--- config.mk ---
export PLATFORM = sky130hd
export DESIGN_NAME = mem_stage_lsu
export DESIGN_NICKNAME = d
export VERILOG_FILES = /design/src/rtl/lsu_pkg.sv /design/src/rtl/lsu_align.sv /design/src/rtl/mem_stage_lsu.sv
export SDC_FILE = /design/constraint.sdc
export NUM_CORES = 1
export LEC_CHECK = 0
export BUFFER_PORTS_ARGS = -buffer_cell sky130_fd_sc_hd__buf_2
export CORE_ASPECT_RATIO = 0.7
export CORE_UTILIZATION = 30
export DETAILED_ROUTE_END_ITERATION = 6
export PLACE_DENSITY = 0.63
export SYNTH_ARGS = -nofsm -noshare
export SYNTH_HDL_FRONTEND = slang
export SYNTH_SLANG_ARGS = --single-unit
--- constraint.sdc ---
create_clock -name clk -period 2.4 [get_ports clk]
set_clock_uncertainty 0.2 [all_clocks]
set_input_delay 0.24 -clock clk [delete_from_list [all_inputs] [get_ports clk]]
set_output_delay 0.24 -clock clk [all_outputs]
set_load 0.005 [all_outputs]
--- src/rtl/lsu_pkg.sv ---
// Shared constants, state encoding and access-legality helpers for the MEM-stage load/store unit.
package lsu_pkg;

  localparam int unsigned XLEN   = 32;
  localparam int unsigned NBYTES = XLEN / 8;

  localparam logic [2:0] F3_B  = 3'b000;
  localparam logic [2:0] F3_H  = 3'b001;
  localparam logic [2:0] F3_W  = 3'b010;
  localparam logic [2:0] F3_BU = 3'b100;
  localparam logic [2:0] F3_HU = 3'b101;

  typedef enum logic [1:0] {
    IDLE = 2'd0,
    REQ  = 2'd1,
    WAIT = 2'd2,
    DONE = 2'd3
  } lsu_state_t;

  // Unsigned variants only exist for loads.
  function automatic logic f3_illegal(input logic [2:0] f3, input logic is_store);
    logic ill;
    case (f3)
      F3_B, F3_H, F3_W: ill = 1'b0;
      F3_BU, F3_HU:     ill = is_store;
      default:          ill = 1'b1;
    endcase
    return ill;
  endfunction

  function automatic logic misaligned(input logic [2:0] f3, input logic [1:0] a_lo);
    logic mis;
    case (f3)
      F3_H, F3_HU: mis = a_lo[0];
      F3_W:        mis = |a_lo;
      default:     mis = 1'b0;
    endcase
    return mis;
  endfunction

endpackage

--- src/rtl/lsu_align.sv ---
// Combinational lane steering: store byte enables and replicated store data,
// plus load lane extraction with sign or zero extension.
module lsu_align
  import lsu_pkg::*;
(
  input  logic [2:0]        funct3_i,
  input  logic [1:0]        addr_lo_i,
  input  logic [XLEN-1:0]   st_data_i,
  input  logic [XLEN-1:0]   ld_word_i,
  output logic [NBYTES-1:0] be_o,
  output logic [XLEN-1:0]   st_lanes_o,
  output logic [XLEN-1:0]   ld_data_o
);

  logic [7:0]  byte_sel;
  logic [15:0] half_sel;

  // Stores replicate the datum across lanes so the enables alone pick the target bytes.
  always_comb begin : store_lanes
    be_o       = '0;
    st_lanes_o = st_data_i;
    case (funct3_i[1:0])
      2'b00: begin
        be_o       = 4'b0001 << addr_lo_i;
        st_lanes_o = {4{st_data_i[7:0]}};
      end
      2'b01: begin
        be_o       = 4'b0011 << {addr_lo_i[1], 1'b0};
        st_lanes_o = {2{st_data_i[15:0]}};
      end
      default: begin
        be_o       = 4'hF;
        st_lanes_o = st_data_i;
      end
    endcase
  end

  always_comb begin : load_lanes
    byte_sel = 8'h00;
    case (addr_lo_i)
      2'd0:    byte_sel = ld_word_i[7:0];
      2'd1:    byte_sel = ld_word_i[15:8];
      2'd2:    byte_sel = ld_word_i[23:16];
      default: byte_sel = ld_word_i[31:24];
    endcase
    half_sel = addr_lo_i[1] ? ld_word_i[31:16] : ld_word_i[15:0];

    ld_data_o = ld_word_i;
    case (funct3_i)
      F3_B:    ld_data_o = {{24{byte_sel[7]}}, byte_sel};
      F3_BU:   ld_data_o = {24'h000000, byte_sel};
      F3_H:    ld_data_o = {{16{half_sel[15]}}, half_sel};
      F3_HU:   ld_data_o = {16'h0000, half_sel};
      default: ld_data_o = ld_word_i;
    endcase
  end

endmodule

--- src/rtl/mem_stage_lsu.sv ---
// MEM-stage load/store unit: issues one data-memory access per instruction,
// stalls the pipeline until completion and formats load data for MEM/WB.
module mem_stage_lsu
  import lsu_pkg::*;
(
  input  logic              clk,
  input  logic              reset,
  input  logic              ex_valid,
  input  logic              memread,
  input  logic              memwrite,
  input  logic [2:0]        funct3,
  input  logic [XLEN-1:0]   aluout,
  input  logic [XLEN-1:0]   writedata,
  input  logic              pipe_hold,
  output logic [XLEN-1:0]   readdata,
  output logic              mem_stall,
  output logic              mem_err,
  output logic              dmem_req,
  output logic              dmem_we,
  output logic [XLEN-1:0]   dmem_addr,
  output logic [NBYTES-1:0] dmem_be,
  output logic [XLEN-1:0]   dmem_wdata,
  input  logic              dmem_gnt,
  input  logic              dmem_rvalid,
  input  logic [XLEN-1:0]   dmem_rdata
);

  lsu_state_t state_q, state_d;

  logic [XLEN-1:0] addr_q;
  logic [XLEN-1:0] wdata_q;
  logic [XLEN-1:0] rdata_q, rdata_d;
  logic [2:0]      funct3_q;
  logic            we_q;

  logic access_c;
  logic bad_c;
  logic idle_c;
  logic start_c;
  logic latch_c;

  logic [2:0]        al_funct3;
  logic [1:0]        al_addr_lo;
  logic [XLEN-1:0]   al_st_data;
  logic [NBYTES-1:0] al_be;
  logic [XLEN-1:0]   al_st_lanes;
  logic [XLEN-1:0]   al_ld_data;

  assign access_c = ex_valid & (memread | memwrite);
  assign bad_c    = f3_illegal(funct3, memwrite) | misaligned(funct3, aluout[1:0]);
  assign idle_c   = (state_q == IDLE);
  assign start_c  = access_c & ~bad_c & idle_c & ~reset;
  assign mem_err  = access_c & bad_c & idle_c & ~reset;

  // In IDLE the issue cycle steers the live EX/MEM fields; afterwards only the latched copy.
  assign al_funct3  = idle_c ? funct3       : funct3_q;
  assign al_addr_lo = idle_c ? aluout[1:0]  : addr_q[1:0];
  assign al_st_data = idle_c ? writedata    : wdata_q;

  lsu_align u_align (
    .funct3_i   (al_funct3),
    .addr_lo_i  (al_addr_lo),
    .st_data_i  (al_st_data),
    .ld_word_i  (dmem_rdata),
    .be_o       (al_be),
    .st_lanes_o (al_st_lanes),
    .ld_data_o  (al_ld_data)
  );

  always_ff @(posedge clk) begin : state_reg
    if (reset) begin
      state_q <= IDLE;
    end else begin
      state_q <= state_d;
    end
  end

  always_ff @(posedge clk) begin : op_regs
    if (reset) begin
      addr_q   <= '0;
      wdata_q  <= '0;
      funct3_q <= '0;
      we_q     <= 1'b0;
      rdata_q  <= '0;
    end else begin
      rdata_q <= rdata_d;
      if (latch_c) begin
        addr_q   <= aluout;
        wdata_q  <= writedata;
        funct3_q <= funct3;
        we_q     <= memwrite;
      end
    end
  end

  // Reset drives every output low regardless of state; completion never stalls.
  always_comb begin : fsm_comb
    state_d    = state_q;
    rdata_d    = rdata_q;
    latch_c    = 1'b0;
    dmem_req   = 1'b0;
    dmem_we    = 1'b0;
    dmem_addr  = '0;
    dmem_be    = '0;
    dmem_wdata = '0;
    mem_stall  = 1'b0;
    readdata   = '0;
    if (!reset) begin
      case (state_q)
        IDLE: begin
          if (start_c) begin
            latch_c    = 1'b1;
            dmem_req   = 1'b1;
            dmem_we    = memwrite;
            dmem_addr  = {aluout[XLEN-1:2], 2'b00};
            dmem_be    = al_be;
            dmem_wdata = al_st_lanes;
            if (dmem_gnt && memwrite) begin
              rdata_d = '0;
              state_d = pipe_hold ? DONE : IDLE;
            end else begin
              mem_stall = 1'b1;
              state_d   = dmem_gnt ? WAIT : REQ;
            end
          end
        end
        REQ: begin
          dmem_req   = 1'b1;
          dmem_we    = we_q;
          dmem_addr  = {addr_q[XLEN-1:2], 2'b00};
          dmem_be    = al_be;
          dmem_wdata = al_st_lanes;
          if (dmem_gnt && we_q) begin
            rdata_d = '0;
            state_d = pipe_hold ? DONE : IDLE;
          end else begin
            mem_stall = 1'b1;
            if (dmem_gnt) begin
              state_d = WAIT;
            end
          end
        end
        WAIT: begin
          if (dmem_rvalid) begin
            readdata = al_ld_data;
            rdata_d  = al_ld_data;
            state_d  = pipe_hold ? DONE : IDLE;
          end else begin
            mem_stall = 1'b1;
          end
        end
        DONE: begin
          readdata = rdata_q;
          if (!pipe_hold) begin
            state_d = IDLE;
          end
        end
        default: state_d = IDLE;
      endcase
    end
  end

endmodule
==> results by group <==
Status
  • Failing checks: setup timing
  • Outcome: complete, but fails checks

Hold path
  • Hold path cells: 4
  • HP Class: input port to flop
  • Worst Hold Path EP: addr_q[17]$_SDFFE_PP0P_
  • Min-Delay Startpoint: aluout[17]

Routing
  • Pre-Repair DR Iteration Count: 5
  • Drt via density: around 5.3
  • DRT Wirelength: 25710 µm
  • WL/cell: 17.89 µm
  • Initial DRC count: around 700
  • Antenna Violating Nets Remaining: 0
  • Routed vias: 7597
  • Detailed-route DRC error count: 0

Yosys
  • Synthesized area: 5734 µm²
  • Sequential area share after synthesis: 0.3561
  • Largest area contributor in the netlist: dfxtp_1
  • Top_reg_cell synth: dfxtp_1
  • Post-synth top area share: 0.3561
  • Avg Synthesized Cell Area: roughly 7.0 µm²
  • Post-synth EDFFs: 0
  • Mapped Cells: slightly above 800
  • Yosys reg bits: 102
  • Synth area leaders: dfxtp_1 (36%), nand2_1 (17%), a21oi_1 (11%)
  • Ys async rst share: 0
  • Library cells used by synthesis: between 50 and 60
  • Synth warn: 0

Place
  • PortBufs: roughly 210
  • DP HPWL: 15520 µm
  • Pre-CTS setup slack: -0.2466 ns
  • Dpl cells: around 1.3k
  • GPL Wtd Cong: 0.8739

Global route
  • Pin count of the biggest net entering global routing: 56
  • Initial antenna violation count: 1
  • First-pass GRT wire length: around 36000 µm
  • Number of global-route vias before repair: ~7k
  • GRT Resource Usage Total: 0.2273
  • GRT overflow: 0

STA
  • Final Max Slew Viols: 0
  • Measured slew at the worst slew-check pin: 0.5868 ns
  • Maximum clock frequency: 0.3492 GHz
  • Fin crit share: 1.193
  • Min Tclk post-route: 2.864 ns
  • Final WS setup: -0.4639 ns
  • Final hold vios: 0
  • Relative slew slack: 0.6088
  • Final Setup Violations: between 90 and 100
  • Setup tns final: -26.83 ns
  • RSZ-0062 raised after global routing: yes

Floorplan
  • Chip height: 117.7 µm
  • Site Rows: 41
  • Core ar.: 18370 µm²
  • Die width: 167.2 µm
  • Initial core utilization: 0.3122
  • DIE AREA: 19680 µm²
  • Boundary Pins: 211

Final layout
  • Area occupied by registers: 2049 µm²
  • Final Non-Filler Cells: 1437
  • Area growth, synth to finish: 84.79%
  • Antenna fix cells: 0
  • Multi-input gate area: 4547 µm²
  • Highest-count cells in the layout ignoring fill and taps: nand2_1 (234), buf_2 (206), buf_4 (123)
  • Finished Core Util: 0.5770
  • Fill count: 1578
  • Most common cell after layout, fill and taps aside: nand2_1
  • Share of cells above drive strength 1: 0.4954
  • Nets: about 1.3k

Critical path
  • CP delay by family, top: simple AND/OR/NAND/NOR gates
  • CP Capture Type: output port
  • Crit path largest cell delay: about 0.55 ns
  • Worst R2R Start: state_q[1]$_SDFFE_PP0P_
  • Required @ worst endpoint: 1.96 ns
  • Worst-path maximum fanout: 8
  • Critical path type: flop to output port
  • Worst r2r path cells: 9
  • Crit path launch type: flop
  • Slowest cell on crit path: or4b_4
  • Bufs and invs on worst path: 3
  • Crit path DAT: around 2.4 ns
  • R2r setup slk: -0.04 ns
  • Critical-path cell list: or4b_4 -> o21a_4 -> a2111oi_4 -> buf_4 -> clkbuf_16 -> a21oi_4 -> nand3_1 -> buf_2
  • RR Endpoint: rdata_q[26]$_SDFFE_PP0P_

Clock tree
  • Worst skew pair latency: about 0.35 ns
  • Clock buffer depth: 2
  • Clock transition at path regs: 0.07 ns
  • CTS root buffer: clkbuf_16
  • # H-tree levels: 3
  • CTS tree: done
  • Clock Sinks: 102
  • Num CTS Buffers: 9

Power and ir drop
  • Power per cell area: 393.7 nW/µm²
  • VDD IR max: 0.2535 mV
  • Leakage: roughly 4.7 nW

Flow run
  • MaxCap Viol Count: 0
## stage by stage
stage,cell area (µm²),hold slack [ns],power [W]
after floorplan,5738,0.1725,0.002075
after global placement,7810,0.2293,0.002429
after detailed placement,7810,0.2373,0.002432
after CTS,9318,0.007891,0.003990
after global routing,10600,0.003177,0.004340
final,10600,0.01764,0.004172
## cells by family (layout without fill, tap and decap cells)
family / count (synthesis) / after routing / synth area share
other cells: 1 / 2 / 0.0006540
flops: 102 / 102 / 0.3561
simple gates: 390 / 390 / 0.2963
buf+inv: 74 / 459 / 0.05826
mux: 20 / 20 / 0.03535
compound gates: 228 / 228 / 0.2533
## metal layers
metal / GRT usage / up-vias / routed length [µm] / part of all wire
met2: 0.3491 / 360 / 11830 / 0.46
met4: 0.07569 / 2 / 582 / 0.023
li1: - / 3602 / - / -
met5: 0 / - / 15 / 0.00058
met3: 0.05245 / 51 / 1765 / 0.069
met1: 0.3121 / 3582 / 11520 / 0.45
## Yosys cell counts (5+ instances only)
cell      instances
a41oi_1           7
nand2b_1          5
o21ai_0          10
a221oi_1          6
nand2_1         263
mux2i_1          18
a21o_1            9
inv_1             8
a31oi_1           9
nor3_1           14
o221ai_1          8
buf_2            21
buf_4             6
nor2_1           18
and2_1            9
dfxtp_1         102
a211oi_1         24
clkbuf_1         35
a21oi_2          11
a21oi_1         121
nand3_1          57
## worst register-to-register path: stages, from the launching register on
cell and delay (ns):
dfxtp_4 0.37, or4b_4 0.55, o21a_4 0.15, a2111oi_4 0.35, buf_4 0.21, clkbuf_16 0.18, a21oi_4 0.04, buf_4 0.15
buf_4 0.13, nand3_2 0.07
## cell type report
class / count / area share
Multi-Input combinational cell: 640 / 0.4291
Timing Repair Buffer: 436 / 0.3218
Sequential cell: 102 / 0.1934
Tap cell: 236 / 0.02787
Clock buffer: 10 / 0.02161
Clock inverter: 5 / 0.003424
Inverter: 8 / 0.002834
## worst max path at each step
stage	cells after the start	slack, ns	to	from
detailed placement	8	-0.25	dmem_wdata[24]	aluout[0]
CTS	7	-0.39	readdata[27]	state_q[1]$_SDFFE_PP0P_
global route	8	-0.51	readdata[26]	state_q[1]$_SDFFE_PP0P_
global placement	8	-0.13	dmem_wdata[24]	aluout[0]
floorplan	6	0.14	readdata[21]	state_q[1]$_SDFFE_PP0P_
finish	8	-0.46	readdata[26]	state_q[1]$_SDFFE_PP0P_
## state kept, by name, indices dropped and copies added, names as in the netlist
| signal | cells |
|---|---|
| we_q | 1 |
| rdata_q | 32 |
| funct3_q | 3 |
| state_q | 2 |
| wdata_q | 32 |
| addr_q | 32 |
## power breakdown
group / switching, W / internal, W
clock: 0.000691 / 0.000701
combinational: 0.000546 / 0.000491
sequential: 0.0000222 / 0.00172
## what timing repair did
item                                    CTS  global route
setup buffers                            18            40
endpoints found under the setup margin  104           132
hold buffers                             50             0
resized for setup                       102           174
gates cloned                              4             6
pin swaps                                32            64
endpoints found under the hold margin    47             0
(Power assumes the default switching activity.)
